--- config.mk ---
export PLATFORM = sky130hd
export DESIGN_NAME = dlsc_axi_regslave
export DESIGN_NICKNAME = d
export VERILOG_FILES = /design/src/rtl/dlsc_axi_regslave.sv
export SDC_FILE = /design/constraint.sdc
export NUM_CORES = 1
export LEC_CHECK = 0
export BUFFER_PORTS_ARGS = -buffer_cell sky130_fd_sc_hd__buf_2
export CAP_MARGIN = 15
export CORE_UTILIZATION = 35
export CTS_CLUSTER_DIAMETER = 30
export DETAILED_ROUTE_END_ITERATION = 8
export GPL_TIMING_DRIVEN = 0
export PLACE_DENSITY = 0.49
export SLEW_MARGIN = 20
export SYNTH_ARGS = -nofsm -noshare
export SYNTH_HDL_FRONTEND = slang
export SYNTH_SLANG_ARGS = --single-unit
--- constraint.sdc ---
create_clock -name clk -period 2.4 [get_ports clk]
set_input_delay 0.12 -clock clk [delete_from_list [all_inputs] [get_ports clk]]
set_output_delay 0.12 -clock clk [all_outputs]
set_load 0.05 [all_outputs]
--- src/rtl/dlsc_axi_regslave.sv ---
// AXI slave terminating INCR bursts into a REGS x DATA register array.
// Optional DLSC_AXI_REGSLAVE_WLAST_CHECK_EN flags w_last/beat-count mismatch as SLVERR.
module dlsc_axi_regslave #(
    parameter int DATA = 32,
    parameter int ADDR = 32,
    parameter int LEN  = 4,
    parameter int RESP = 2,
    parameter int REGS = 16
) (
    input  logic              clk,
    input  logic              rst_n,
    output logic              ar_ready,
    input  logic              ar_valid,
    input  logic [ADDR-1:0]   ar_addr,
    input  logic [LEN-1:0]    ar_len,
    input  logic              r_ready,
    output logic              r_valid,
    output logic              r_last,
    output logic [DATA-1:0]   r_data,
    output logic [RESP-1:0]   r_resp,
    output logic              aw_ready,
    input  logic              aw_valid,
    input  logic [ADDR-1:0]   aw_addr,
    input  logic [LEN-1:0]    aw_len,
    output logic              w_ready,
    input  logic              w_valid,
    input  logic              w_last,
    input  logic [DATA-1:0]   w_data,
    input  logic [DATA/8-1:0] w_strb,
    input  logic              b_ready,
    output logic              b_valid,
    output logic [RESP-1:0]   b_resp
);
    localparam int SB = DATA / 8;
    localparam int OB = $clog2(SB);
    localparam int IB = $clog2(REGS);
    localparam logic [RESP-1:0] OKAY   = '0;
    localparam logic [RESP-1:0] SLVERR = RESP'(2);

    typedef enum logic { RD_IDLE, RD_DATA } rd_state_t;
    typedef enum logic [1:0] { WR_IDLE, WR_DATA, WR_RESP } wr_state_t;

    rd_state_t rd_state_q, rd_state_d;
    wr_state_t wr_state_q, wr_state_d;

    logic [DATA-1:0] regs_q [REGS];
    logic [DATA-1:0] regs_d [REGS];

    logic [IB-1:0]   rd_idx_q, rd_idx_d;
    logic [LEN-1:0]  rd_cnt_q, rd_cnt_d;
    logic [LEN-1:0]  rd_len_q, rd_len_d;
    logic            rd_err_q, rd_err_d;
    logic [DATA-1:0] r_data_q, r_data_d;
    logic [RESP-1:0] r_resp_q, r_resp_d;
    logic            r_last_q, r_last_d;

    logic [IB-1:0]   wr_idx_q, wr_idx_d;
    logic [LEN-1:0]  wr_cnt_q, wr_cnt_d;
    logic [LEN-1:0]  wr_len_q, wr_len_d;
    logic            wr_err_q, wr_err_d;
    logic [RESP-1:0] b_resp_q, b_resp_d;
    logic            wr_bad;
`ifdef DLSC_AXI_REGSLAVE_WLAST_CHECK_EN
    logic            wl_err_q, wl_err_d;
`endif

    // Only the start address is range-checked; beats beyond it wrap.
    logic [IB-1:0] ar_idx, aw_idx;
    logic          ar_oor, aw_oor;
    logic          unused_ok;

    assign ar_idx = ar_addr[OB +: IB];
    assign aw_idx = aw_addr[OB +: IB];
    assign ar_oor = |ar_addr[ADDR-1:OB+IB];
    assign aw_oor = |aw_addr[ADDR-1:OB+IB];
`ifdef DLSC_AXI_REGSLAVE_WLAST_CHECK_EN
    assign unused_ok = ^{ar_addr[OB-1:0], aw_addr[OB-1:0]};
`else
    assign unused_ok = ^{ar_addr[OB-1:0], aw_addr[OB-1:0], w_last};
`endif

    assign ar_ready = (rd_state_q == RD_IDLE);
    assign r_valid  = (rd_state_q == RD_DATA);
    assign r_data   = r_data_q;
    assign r_resp   = r_resp_q;
    assign r_last   = r_last_q;
    assign aw_ready = (wr_state_q == WR_IDLE);
    assign w_ready  = (wr_state_q == WR_DATA);
    assign b_valid  = (wr_state_q == WR_RESP);
    assign b_resp   = b_resp_q;

    // Reads sample regs_q, so a same-cycle write is not yet visible.
    always_comb begin
        rd_state_d = rd_state_q;
        rd_idx_d   = rd_idx_q;
        rd_cnt_d   = rd_cnt_q;
        rd_len_d   = rd_len_q;
        rd_err_d   = rd_err_q;
        r_data_d   = r_data_q;
        r_resp_d   = r_resp_q;
        r_last_d   = r_last_q;
        unique case (rd_state_q)
            RD_IDLE: if (ar_valid) begin
                rd_state_d = RD_DATA;
                rd_err_d   = ar_oor;
                rd_len_d   = ar_len;
                rd_cnt_d   = '0;
                rd_idx_d   = ar_idx + IB'(1);
                r_data_d   = ar_oor ? '0 : regs_q[ar_idx];
                r_resp_d   = ar_oor ? SLVERR : OKAY;
                r_last_d   = (ar_len == '0);
            end
            RD_DATA: if (r_ready) begin
                if (r_last_q) begin
                    rd_state_d = RD_IDLE;
                    r_last_d   = 1'b0;
                end else begin
                    rd_cnt_d = rd_cnt_q + LEN'(1);
                    rd_idx_d = rd_idx_q + IB'(1);
                    r_data_d = rd_err_q ? '0 : regs_q[rd_idx_q];
                    r_resp_d = rd_err_q ? SLVERR : OKAY;
                    r_last_d = ((rd_cnt_q + LEN'(1)) == rd_len_q);
                end
            end
            default: ;
        endcase
    end

    always_comb begin
        wr_state_d = wr_state_q;
        wr_idx_d   = wr_idx_q;
        wr_cnt_d   = wr_cnt_q;
        wr_len_d   = wr_len_q;
        wr_err_d   = wr_err_q;
        b_resp_d   = b_resp_q;
        wr_bad     = wr_err_q;
        regs_d     = regs_q;
`ifdef DLSC_AXI_REGSLAVE_WLAST_CHECK_EN
        wl_err_d   = wl_err_q;
`endif
        unique case (wr_state_q)
            WR_IDLE: if (aw_valid) begin
                wr_state_d = WR_DATA;
                wr_err_d   = aw_oor;
                wr_len_d   = aw_len;
                wr_cnt_d   = '0;
                wr_idx_d   = aw_idx;
`ifdef DLSC_AXI_REGSLAVE_WLAST_CHECK_EN
                wl_err_d   = 1'b0;
`endif
            end
            WR_DATA: if (w_valid) begin
                if (!wr_err_q) begin
                    for (int b = 0; b < SB; b++) begin
                        if (w_strb[b]) regs_d[wr_idx_q][b*8 +: 8] = w_data[b*8 +: 8];
                    end
                end
                wr_idx_d = wr_idx_q + IB'(1);
                wr_cnt_d = wr_cnt_q + LEN'(1);
`ifdef DLSC_AXI_REGSLAVE_WLAST_CHECK_EN
                if (w_last != (wr_cnt_q == wr_len_q)) wl_err_d = 1'b1;
                wr_bad = wr_err_q | wl_err_d;
`endif
                if (wr_cnt_q == wr_len_q) begin
                    wr_state_d = WR_RESP;
                    b_resp_d   = wr_bad ? SLVERR : OKAY;
                end
            end
            WR_RESP: if (b_ready) wr_state_d = WR_IDLE;
            default: ;
        endcase
    end

    always_ff @(posedge clk or negedge rst_n) begin
        if (!rst_n) begin
            for (int i = 0; i < REGS; i++) regs_q[i] <= '0;
            rd_state_q <= RD_IDLE;
            rd_idx_q   <= '0;
            rd_cnt_q   <= '0;
            rd_len_q   <= '0;
            rd_err_q   <= 1'b0;
            r_data_q   <= '0;
            r_resp_q   <= '0;
            r_last_q   <= 1'b0;
            wr_state_q <= WR_IDLE;
            wr_idx_q   <= '0;
            wr_cnt_q   <= '0;
            wr_len_q   <= '0;
            wr_err_q   <= 1'b0;
            b_resp_q   <= '0;
`ifdef DLSC_AXI_REGSLAVE_WLAST_CHECK_EN
            wl_err_q   <= 1'b0;
`endif
        end else begin
            for (int i = 0; i < REGS; i++) regs_q[i] <= regs_d[i];
            rd_state_q <= rd_state_d;
            rd_idx_q   <= rd_idx_d;
            rd_cnt_q   <= rd_cnt_d;
            rd_len_q   <= rd_len_d;
            rd_err_q   <= rd_err_d;
            r_data_q   <= r_data_d;
            r_resp_q   <= r_resp_d;
            r_last_q   <= r_last_d;
            wr_state_q <= wr_state_d;
            wr_idx_q   <= wr_idx_d;
            wr_cnt_q   <= wr_cnt_d;
            wr_len_q   <= wr_len_d;
            wr_err_q   <= wr_err_d;
            b_resp_q   <= b_resp_d;
`ifdef DLSC_AXI_REGSLAVE_WLAST_CHECK_EN
            wl_err_q   <= wl_err_d;
`endif
        end
    end

endmodule

==> results.txt, run 1 <==
- The run finished, with violations left.
* Failing checks: setup timing
* Maximum vdd drop: between 600 and 700 uV
* Leakage: about 19 nW
* Maximum cell stage delay along the critical path: approximately 0.85 ns
- The average instance in the mapped netlist occupies approximately 14 um^2.
* Placement row count: ~110
- Synth Cell Area: between 0.03 and 0.04 mm^2
- Required time of the critical path: 3.00 ns
- Instance count of the mapped netlist: 2164
- CP Launch Type: register
* Via Count: around 23000
- The share of the Yosys chip area taken by registers is 0.473.
- Switching part of the total power: 0.308
- Final slew viol count: 0
* Number of vias per cell after detailed routing: around 5.8
* Post-route clock period utilization: 1.02
- In this run, the number of DRC markers left after iteration 0 of detailed routing was 1859.
* Core area: 0.0857 mm^2
- Setup repair after global routing could not meet its margin everywhere.
* Remaining design rule violation count: 0
* Endpoint arrival time on the critical path: 3.05 ns
* Initial core utilization: 0.355
- Proportion of power drawn by combinational gates: 0.235
- Clock latency reported for the late side of the worst-skew pair: 0.75 ns
* Sort of element at the end of the critical path: register
- Endpoints failing setup: 22
- Clock tree from TritonCTS: yes
- Post-synthesis cell type count: 52
- Hold Fails Final Rpt: 0
- On the final layout, the worst clock skew is 0.0326 ns.
- In the synthesized netlist the async set-or-reset flop fraction comes to 1.00.
- Measured on the finished design, the core utilization comes to 0.476.
* Total congestion overflow: 0
- In the final design database the tool counted 2735 nets.
- Area overhead of the layout relative to synthesis: 33.8%
- In this run, synthesis inferred 0 flip-flops with an integrated enable.
- Of the cells placed in the final design, the portion with a size suffix greater than 1 is 0.507.
* Initial antenna violation count: 1
- The first global-routing pass estimated between 150000 and 200000 um of wire.
* Total I/O pin count: ~160
- Detail-routed net length per standard cell: between 20 and 30 um
- Via count of the first global-routing pass: ~24000
- Period minus WS final: 2.45 ns
- Power spread over the standard cell area amounts to ~1100 mW/mm^2.
- CP max-delay cell: sky130_fd_sc_hd__nor3b_2
- Clock Sinks: 576
- Die Height: about 300 um
- For this run, the leading register cell type out of synthesis is sky130_fd_sc_hd__dfrtp_1.
* Final Power: ~43 mW
* Hpwl dp: 77100 um
- Hold crit path type: in -> async
- Switching Power: around 13 mW
* Power share of the sequential group: 0.259
* First-pass DRT Iterations: 7
- For this run, the total global-route usage over all layers was measured as 0.264.
* Maximum number of pins on one net before global-route repair: between 90 and 100
- Category of the most critical setup path: reg -> reg
- The critical path goes through inv_1, ha_1, nor3b_2, nand2_4, mux2_2.
* Maximum operating frequency: between 0.4 and 0.5 GHz
- The internal portion of the total power is between 20 and 30 mW.
- Post-layout instance count excluding filler cells: approximately 3900
* Seq cells post-synth: 576
* Clock buffers created by TritonCTS: 160
- Along the worst path, the maximum fanout reaches 8.
- Clock transition at the register clock pins on the worst setup and hold paths after CTS: approximately 0.04 ns
- Routed WL: between 100000 and 150000 um
- Die outline area: just under 0.09 mm^2
* Yosys warning total: 0
- No sink is reached through more buffers than the 3 on the longest clock path.
- From left edge to right edge, the die measures 297 um.
- Master cell of the clock root buffer: sky130_fd_sc_hd__clkbuf_16
* Number of max-cap violations: 0
* Placed Cells: approximately 3500
- Transition time at the pin with the least slew margin: ~1.2 ns
* Gpl congestion: roughly 0.90
* Count of antenna-violating nets left after detailed routing: 0
* Headroom to the max-slew limit: 0.209
- Count of fill cells added during filler insertion: 7583
- H-tree lvl count: 4
- PnR worst setup slack: -0.0495 ns
- The share of total power dissipated in the clock network is 0.507.
- Total of buffers placed on input and output ports: 147
==> timing repair <==
| item | 4_1_cts | 5_1_grt |
|---|---|---|
| hold buffers | 62 | 0 |
| hold endpoints to repair | 572 | 0 |
| cloned | 0 | 0 |
| pin swaps | 42 | 3 |
| endpoints found under the setup margin | 546 | 537 |
| buffers inserted | 60 | 8 |
| gates resized for setup | 143 | 57 |
==> logic make-up (layout without fill, tap and decap cells) <==
kind of cell | after synthesis | after routing | synth area share
DFF | 576 | 576 | 0.473
muxes | 888 | 888 | 0.394
buffers and inverters | 167 | 741 | 0.0242
AOI/OAI and AO/OA | 247 | 247 | 0.0562
adders and majority gates | 11 | 11 | 0.00452
xor gates and xnor gates | 12 | 12 | 0.00345
and+or+nand+nor | 262 | 262 | 0.0447
other | 1 | 3 | 0.000123
==> cells in the final DEF, fill, tap and decap left out, types with 18 or more instances in the layout <==
cell type	synthesis	routed
sky130_fd_sc_hd__buf_2	39	167
sky130_fd_sc_hd__dlygate4sd3_1	0	62
sky130_fd_sc_hd__o22ai_1	30	30
sky130_fd_sc_hd__clkbuf_16	0	164
sky130_fd_sc_hd__buf_4	12	51
sky130_fd_sc_hd__o21ai_0	29	29
sky130_fd_sc_hd__a211oi_1	31	29
sky130_fd_sc_hd__clkbuf_8	0	35
sky130_fd_sc_hd__and2_1	23	23
sky130_fd_sc_hd__dfrtp_1	576	576
sky130_fd_sc_hd__nor3_1	37	37
sky130_fd_sc_hd__mux2i_1	156	154
sky130_fd_sc_hd__nand2_1	72	47
sky130_fd_sc_hd__a21oi_1	63	63
sky130_fd_sc_hd__nor2b_1	24	24
sky130_fd_sc_hd__mux2_2	538	538
sky130_fd_sc_hd__nor2_4	0	49
sky130_fd_sc_hd__clkbuf_1	98	101
sky130_fd_sc_hd__mux4_2	194	194
sky130_fd_sc_hd__bufinv_16	0	18
sky130_fd_sc_hd__o221ai_1	44	44
sky130_fd_sc_hd__buf_12	0	41
sky130_fd_sc_hd__clkinv_2	0	30
==> metrics by stage <==
step | area [um^2] | TNS [ns] | hold slack, ns | setup WS (ns)
2_1_floorplan | 30500 | 0 | -0.176 | 0.0163
3_3_place_gp | 32600 | -6663.07 | 0.332 | -11.04
3_5_place_dp | 32900 | -372.73 | 0.178 | -1.30
4_1_cts | 40500 | -6.39 | 0.00376 | -0.142
5_1_grt | 40700 | -0.424 | 0.0370 | -0.0318
6_report | 40800 | -0.476 | 0.00144 | -0.0495
==> critical path, delay by kind of cell, from the launching register on <==
kind / cells / cell delay [ns]
adders and majority gates: 1 / 0.22
and+or+nand+nor: 2 / 1.15
DFF: 1 / 0.45
muxes: 1 / 0.36
buffers and inverters: 1 / 0.12
==> flip-flops by register name, indices dropped and copies added (netlist names) <==
register / flops
rd_cnt_q: 4
rd_err_q: 1
wr_bad: 1
b_resp: 1
regs_q: 512
r_valid: 1
wr_len_q: 4
wr_cnt_q: 4
r_last: 1
wr_state_q: 2
rd_len_q: 4
wr_idx_q: 4
r_data: 32
r_resp: 1
rd_idx_q: 4
==> layer usage <==
layer / track usage / share of wire
met4: 0.135 / 0.048
met1: 0.344 / 0.42
met2: 0.409 / 0.46
met3: 0.0639 / 0.075
met5: 0.00974 / 0.0010
==> power groups by stage <==
stage	clock [mW]	sequential (mW)	combinational [mW]
5_1_grt	22.6	11.2	10.5
4_1_cts	22.0	11.1	9.73
3_5_place_dp	0	11.2	9.21
6_report	21.8	11.1	10.1
2_1_floorplan	0	11.3	5.44
3_3_place_gp	0	11.2	9.08
==> worst paths after layout <==
| path | start | endpoint | slack (ns) | cells after the start |
|---|---|---|---|---|
| worst min register to register | r_resp[1] | r_resp[1] | 0.49 | 2 |
| worst max-delay path | wr_idx_q[0] | regs_q[507] | -0.05 | 5 |
| worst min-delay path | rst_n | regs_q[22] | 0.001 | 3 |
| min in group clk | ar_addr[17] | r_data[30] | 0.01 | 6 |
| max in group asynchronous | rst_n | regs_q[69] | 0.79 | 6 |
| worst max register to register | wr_idx_q[0] | regs_q[507] | -0.05 | 5 |
==> layout make-up <==
cell class | count | area [um^2] | share of cell area
sequential | 576 | 14400 | 0.354
antenna | 1 | 2.50 | 0.0000614
buffer | 151 | 932 | 0.0229
multi-input combinational | 1422 | 15800 | 0.387
timing repair buffer | 287 | 2580 | 0.0633
clock inverter | 62 | 887 | 0.0218
tap | 1144 | 1430 | 0.0351
inverter | 10 | 45.0 | 0.00111
clock buffer | 231 | 4700 | 0.115
==> Yosys cell counts (all sizes together), types with 3 or more instances <==
master	n	area, um^2
dfrtp	576	14400
mux2	538	6060
mux4	194	4370
mux2i	156	1560
clkbuf	98	368
nand2	72	270
a21oi	63	315
buf	59	330
nor2	59	324
o221ai	44	385
nor3	38	195
a211oi	31	233
o22ai	30	188
o21ai	29	145
nor2b	24	150
and2	23	144
a221o	16	160
a211o	14	123
nand3	14	70.1
nor4	14	87.6
ha	11	138
inv	9	33.8
xnor2	6	52.6
xor2	6	52.6
nand2b	5	31.3
nand3b	3	22.5
nand4	3	18.8
o31ai	3	22.5
Power figures use the tool's default switching activity.
==> inputs of run 2 (changes only) <==
- CTS_BUF_LIST: unset -> sky130_fd_sc_hd__clkbuf_4
==> run 2 against run 1 <==
- critical path depth grew 4
- final cell count grew 2.9%
- non-clock buffer count increased by 79
- largest cell class unchanged
- clock power is 55% lower
- sequential power about the same
- critical path type is now in -> reg
- clock-buffer cell count is 28 higher
- the run still ends with setup timing left
- combinational power is essentially flat
- register-to-register slack better by 0.04 ns
- die area stayed put
- largest power group is now registers
- power is 27% lower
- wire length grew 0.46%
- design area decreased by 6.1%
==> results.txt, run 2 (synthesized netlist as in run 1, its figures left out) <==
- The net count reported at finish came to 2835 (+3.7%).
- The actual transition at the worst max-transition pin was 1.16 ns (-0.0222 ns).
* Period minus WS final: 2.44 ns (-0.0127 ns)
* Share of post-route cells with drive strength above 1: 0.496 (-0.0108)
- The initial core utilization was 0.355 (unchanged).
- The path with the worst hold slack has its endpoint at r_data[8].
- PnR worst setup slack: -0.0368 ns (+0.0127 ns)
- Die outline area: 0.0882 mm^2 (unchanged)
- Maximum operating frequency: 0.410 GHz (+0.52%)
- Endpoints failing setup: 5 (-77%)
- The aggregate global-route resource usage came to 0.265 (+0.000493).
- The max-cap violation count is 0 (unchanged).
* Switching Power: 11.5 mW (-13%)
- Category of the most critical setup path: in -> reg
- Origin of the worst min-delay path: ar_addr[2]
* Detail-routed net length per standard cell: 29.2 um (-2.3%)
- Worst-path fanout max: 10 (+2)
- Proportion of power drawn by the clock network: 0.316 (-0.191)
- Initial antenna violation count: 4 (+3)
* H-tree lvl count: 4 (unchanged)
* Clock latency reported for the late side of the worst-skew pair: 1.11 ns (+0.36 ns)
* Total of buffers placed on input and output ports: 147 (unchanged)
* Total I/O pin count: 158 (unchanged)
- Via count of the first global-routing pass: 24400 (+0.93%)
* Endpoint arrival time on the critical path: 3.36 ns (+0.31 ns)
* Required time of the critical path: 3.33 ns (+0.33 ns)
- The internal power of the cells came to 19.6 mW (-34%).
- The remaining max-slew budget at the tightest pin is 0.224 (+0.0148).
* Multi-input gate area: 0.0158 mm^2 (about the same)
- Clock transition at the register clock pins on the worst setup and hold paths after CTS: 0.06 ns (+0.02 ns)
- The maximum vdd drop is 574 uV (-14%).
- The number of flip-flops in the largest register is 512 (unchanged).
- Number of design-rule violations left by the first detailed-router iteration: 1795 (-3.4%)
- Placed Cells: 3466 (unchanged)
- The global-route wire length before repair is 169000 um (+0.24%).
* Maximum number of pins on one net before global-route repair: 95 (unchanged)
* Area overhead of the layout relative to synthesis: 25.6%
* First-pass DRT Iterations: 5 (-2)
- Hpwl dp: 77100 um (unchanged)
* Count of fill cells added during filler insertion: 7958 (+4.9%)
* Reg2reg setup slack: -0.01 ns (+0.04 ns)
- The total CTS buffers is 181 (+13%).
- Placement row count: 107 (unchanged)
* Sort of element at the end of the critical path: register
* Die Height: 297 um (unchanged)
* Routed WL: 117000 um (+0.46%)
- Hold crit path type: in -> reg
- Power share of the sequential group: 0.356 (+0.097)
* Highest-count cells in the layout ignoring fill and taps: sky130_fd_sc_hd__dfrtp_1, sky130_fd_sc_hd__mux2_2, sky130_fd_sc_hd__clkbuf_4
* Core area: 0.0857 mm^2 (unchanged)
- The final weighted congestion in routability-driven placement came to 0.904 (unchanged).
- The via density per instance was 5.78 (-1.1%).
- Final slew viol count: 0 (unchanged)
* Worst reg-to-reg path cell count: 5 (unchanged)
- In this run the critical register-to-register path is captured at regs_q[382].
* Post-route clock period utilization: 1.02 (-0.00529)
- Master cell of the clock root buffer: sky130_fd_sc_hd__clkbuf_4
* Reg-to-reg startpoint: wr_idx_q[2]
- Clock tree from TritonCTS: yes
* Outcome: finished, violations left
* Failing checks: setup timing
- Clock skew: 0.0821 ns (+0.0495 ns)
* Remaining design rule violation count: 0 (unchanged)
* FF+latch area: 0.0144 mm^2 (unchanged)
- Leaving out fill and tap cells, the most frequent cell in the layout is sky130_fd_sc_hd__dfrtp_1.
- Total congestion overflow: 0 (unchanged)
- CP Launch Type: input pin
* Proportion of power drawn by combinational gates: 0.328 (+0.093)
* Areal power density over the cells: 814 mW/mm^2 (-23%)
* Leakage: 17.5 nW (-5.7%)
- Most flop-heavy register: regs_q
* Hold path cells: 6
- The number of vias in the routed layout was 23100 (+1.7%).
- Clock Sinks: 576 (unchanged)
* Unrepaired setup endpoints after global routing: true
- The fraction of power spent switching nets came to 0.370 (+0.0619).
* Die Wd: 297 um (unchanged)
- Total negative setup slack: -0.0925 ns (+0.384 ns)
- The hold violation count in the final report is 0 (unchanged).
* Deepest clock path buffer count: 3 (unchanged)
* Post-layout instance count excluding filler cells: 3995 (+2.9%)
* Count of antenna-violating nets left after detailed routing: 0 (unchanged)
## run 2: cell types whose count changed in the layout (fill, tap and decap cells not counted), moves of 4 or more
cell,previous run,this run
sky130_fd_sc_hd__bufinv_16,18,2
sky130_fd_sc_hd__clkbuf_1,101,65
sky130_fd_sc_hd__clkbuf_16,164,0
sky130_fd_sc_hd__clkbuf_4,8,265
sky130_fd_sc_hd__clkbuf_8,35,1
sky130_fd_sc_hd__clkinv_1,1,38
sky130_fd_sc_hd__clkinv_2,30,12
sky130_fd_sc_hd__diode_2,1,6
sky130_fd_sc_hd__dlygate4sd3_1,62,141
sky130_fd_sc_hd__inv_2,1,5
## run 2: power groups by stage
stage	clock (mW)	combinational, mW	sequential [mW]
final	9.83	10.2	11.1
after global placement	0	9.08	11.2
after floorplan	0	5.44	11.3
after detailed placement	0	9.21	11.2
after CTS	10.1	9.92	11.1
after global routing	10.7	10.7	11.2
## run 2: how the worst max path moves through the flow
stage,to,depth (start not counted),startpoint
2_1_floorplan,regs_q[64],8,wr_state_q[1]
3_3_place_gp,regs_q[69],1,rst_n
3_5_place_dp,r_data[28],7,rd_idx_q[2]
4_1_cts,regs_q[4],8,wr_state_q[1]
5_1_grt,regs_q[377],5,wr_idx_q[2]
6_report,r_data[11],9,ar_addr[4]
## run 2: cell type report
type,instances,share of cell area
timing repair buffer,367,0.0881
multi-input combinational,1422,0.412
sequential,576,0.377
antenna,6,0.000392
clock inverter,61,0.00844
buffer,150,0.0246
tap,1144,0.0374
inverter,10,0.00118
clock buffer,259,0.0508
## run 2: worst max-delay path: stages
cell	delay [ns]
sky130_fd_sc_hd__dlygate4sd3_1	0.52
sky130_fd_sc_hd__buf_2	0.38
sky130_fd_sc_hd__nand2b_1	0.16
sky130_fd_sc_hd__clkbuf_1	0.38
sky130_fd_sc_hd__clkbuf_1	0.79
sky130_fd_sc_hd__o221ai_1	0.37
sky130_fd_sc_hd__o22ai_1	0.29
sky130_fd_sc_hd__nor3_1	0.09
sky130_fd_sc_hd__a211o_1	0.24
## run 2: metrics by stage
stage               instance area [um^2]  power [mW]   util  hold slack (ns)  setup WS [ns]
floorplan                          30500        16.7      -           -0.176         0.0163
global placement                   32600        20.3  0.381            0.332         -11.04
detailed placement                 32900        20.4  0.384            0.178          -1.30
CTS                                38000        31.0  0.443         0.000155        -0.0830
global route                       38300        32.5  0.447           0.0747        -0.0325
finish                             38300        31.1  0.447           0.0809        -0.0368
## run 2: per-layer routing
layer	up-vias	GRT usage	share of wire
li1	9572	-	-
met1	12300	0.348	0.42
met2	960	0.413	0.47
met3	242	0.0642	0.071
met4	2	0.122	0.041
met5	-	0	0.00073
## run 2: repair_timing
action                                  4_1_cts  5_1_grt
buffers inserted                             62        6
cloned                                        0        0
endpoints found under the hold margin       905        2
resized for setup                           143       71
endpoints found under the setup margin      546      536
hold buffers                                139        3
pin swaps                                    42        3
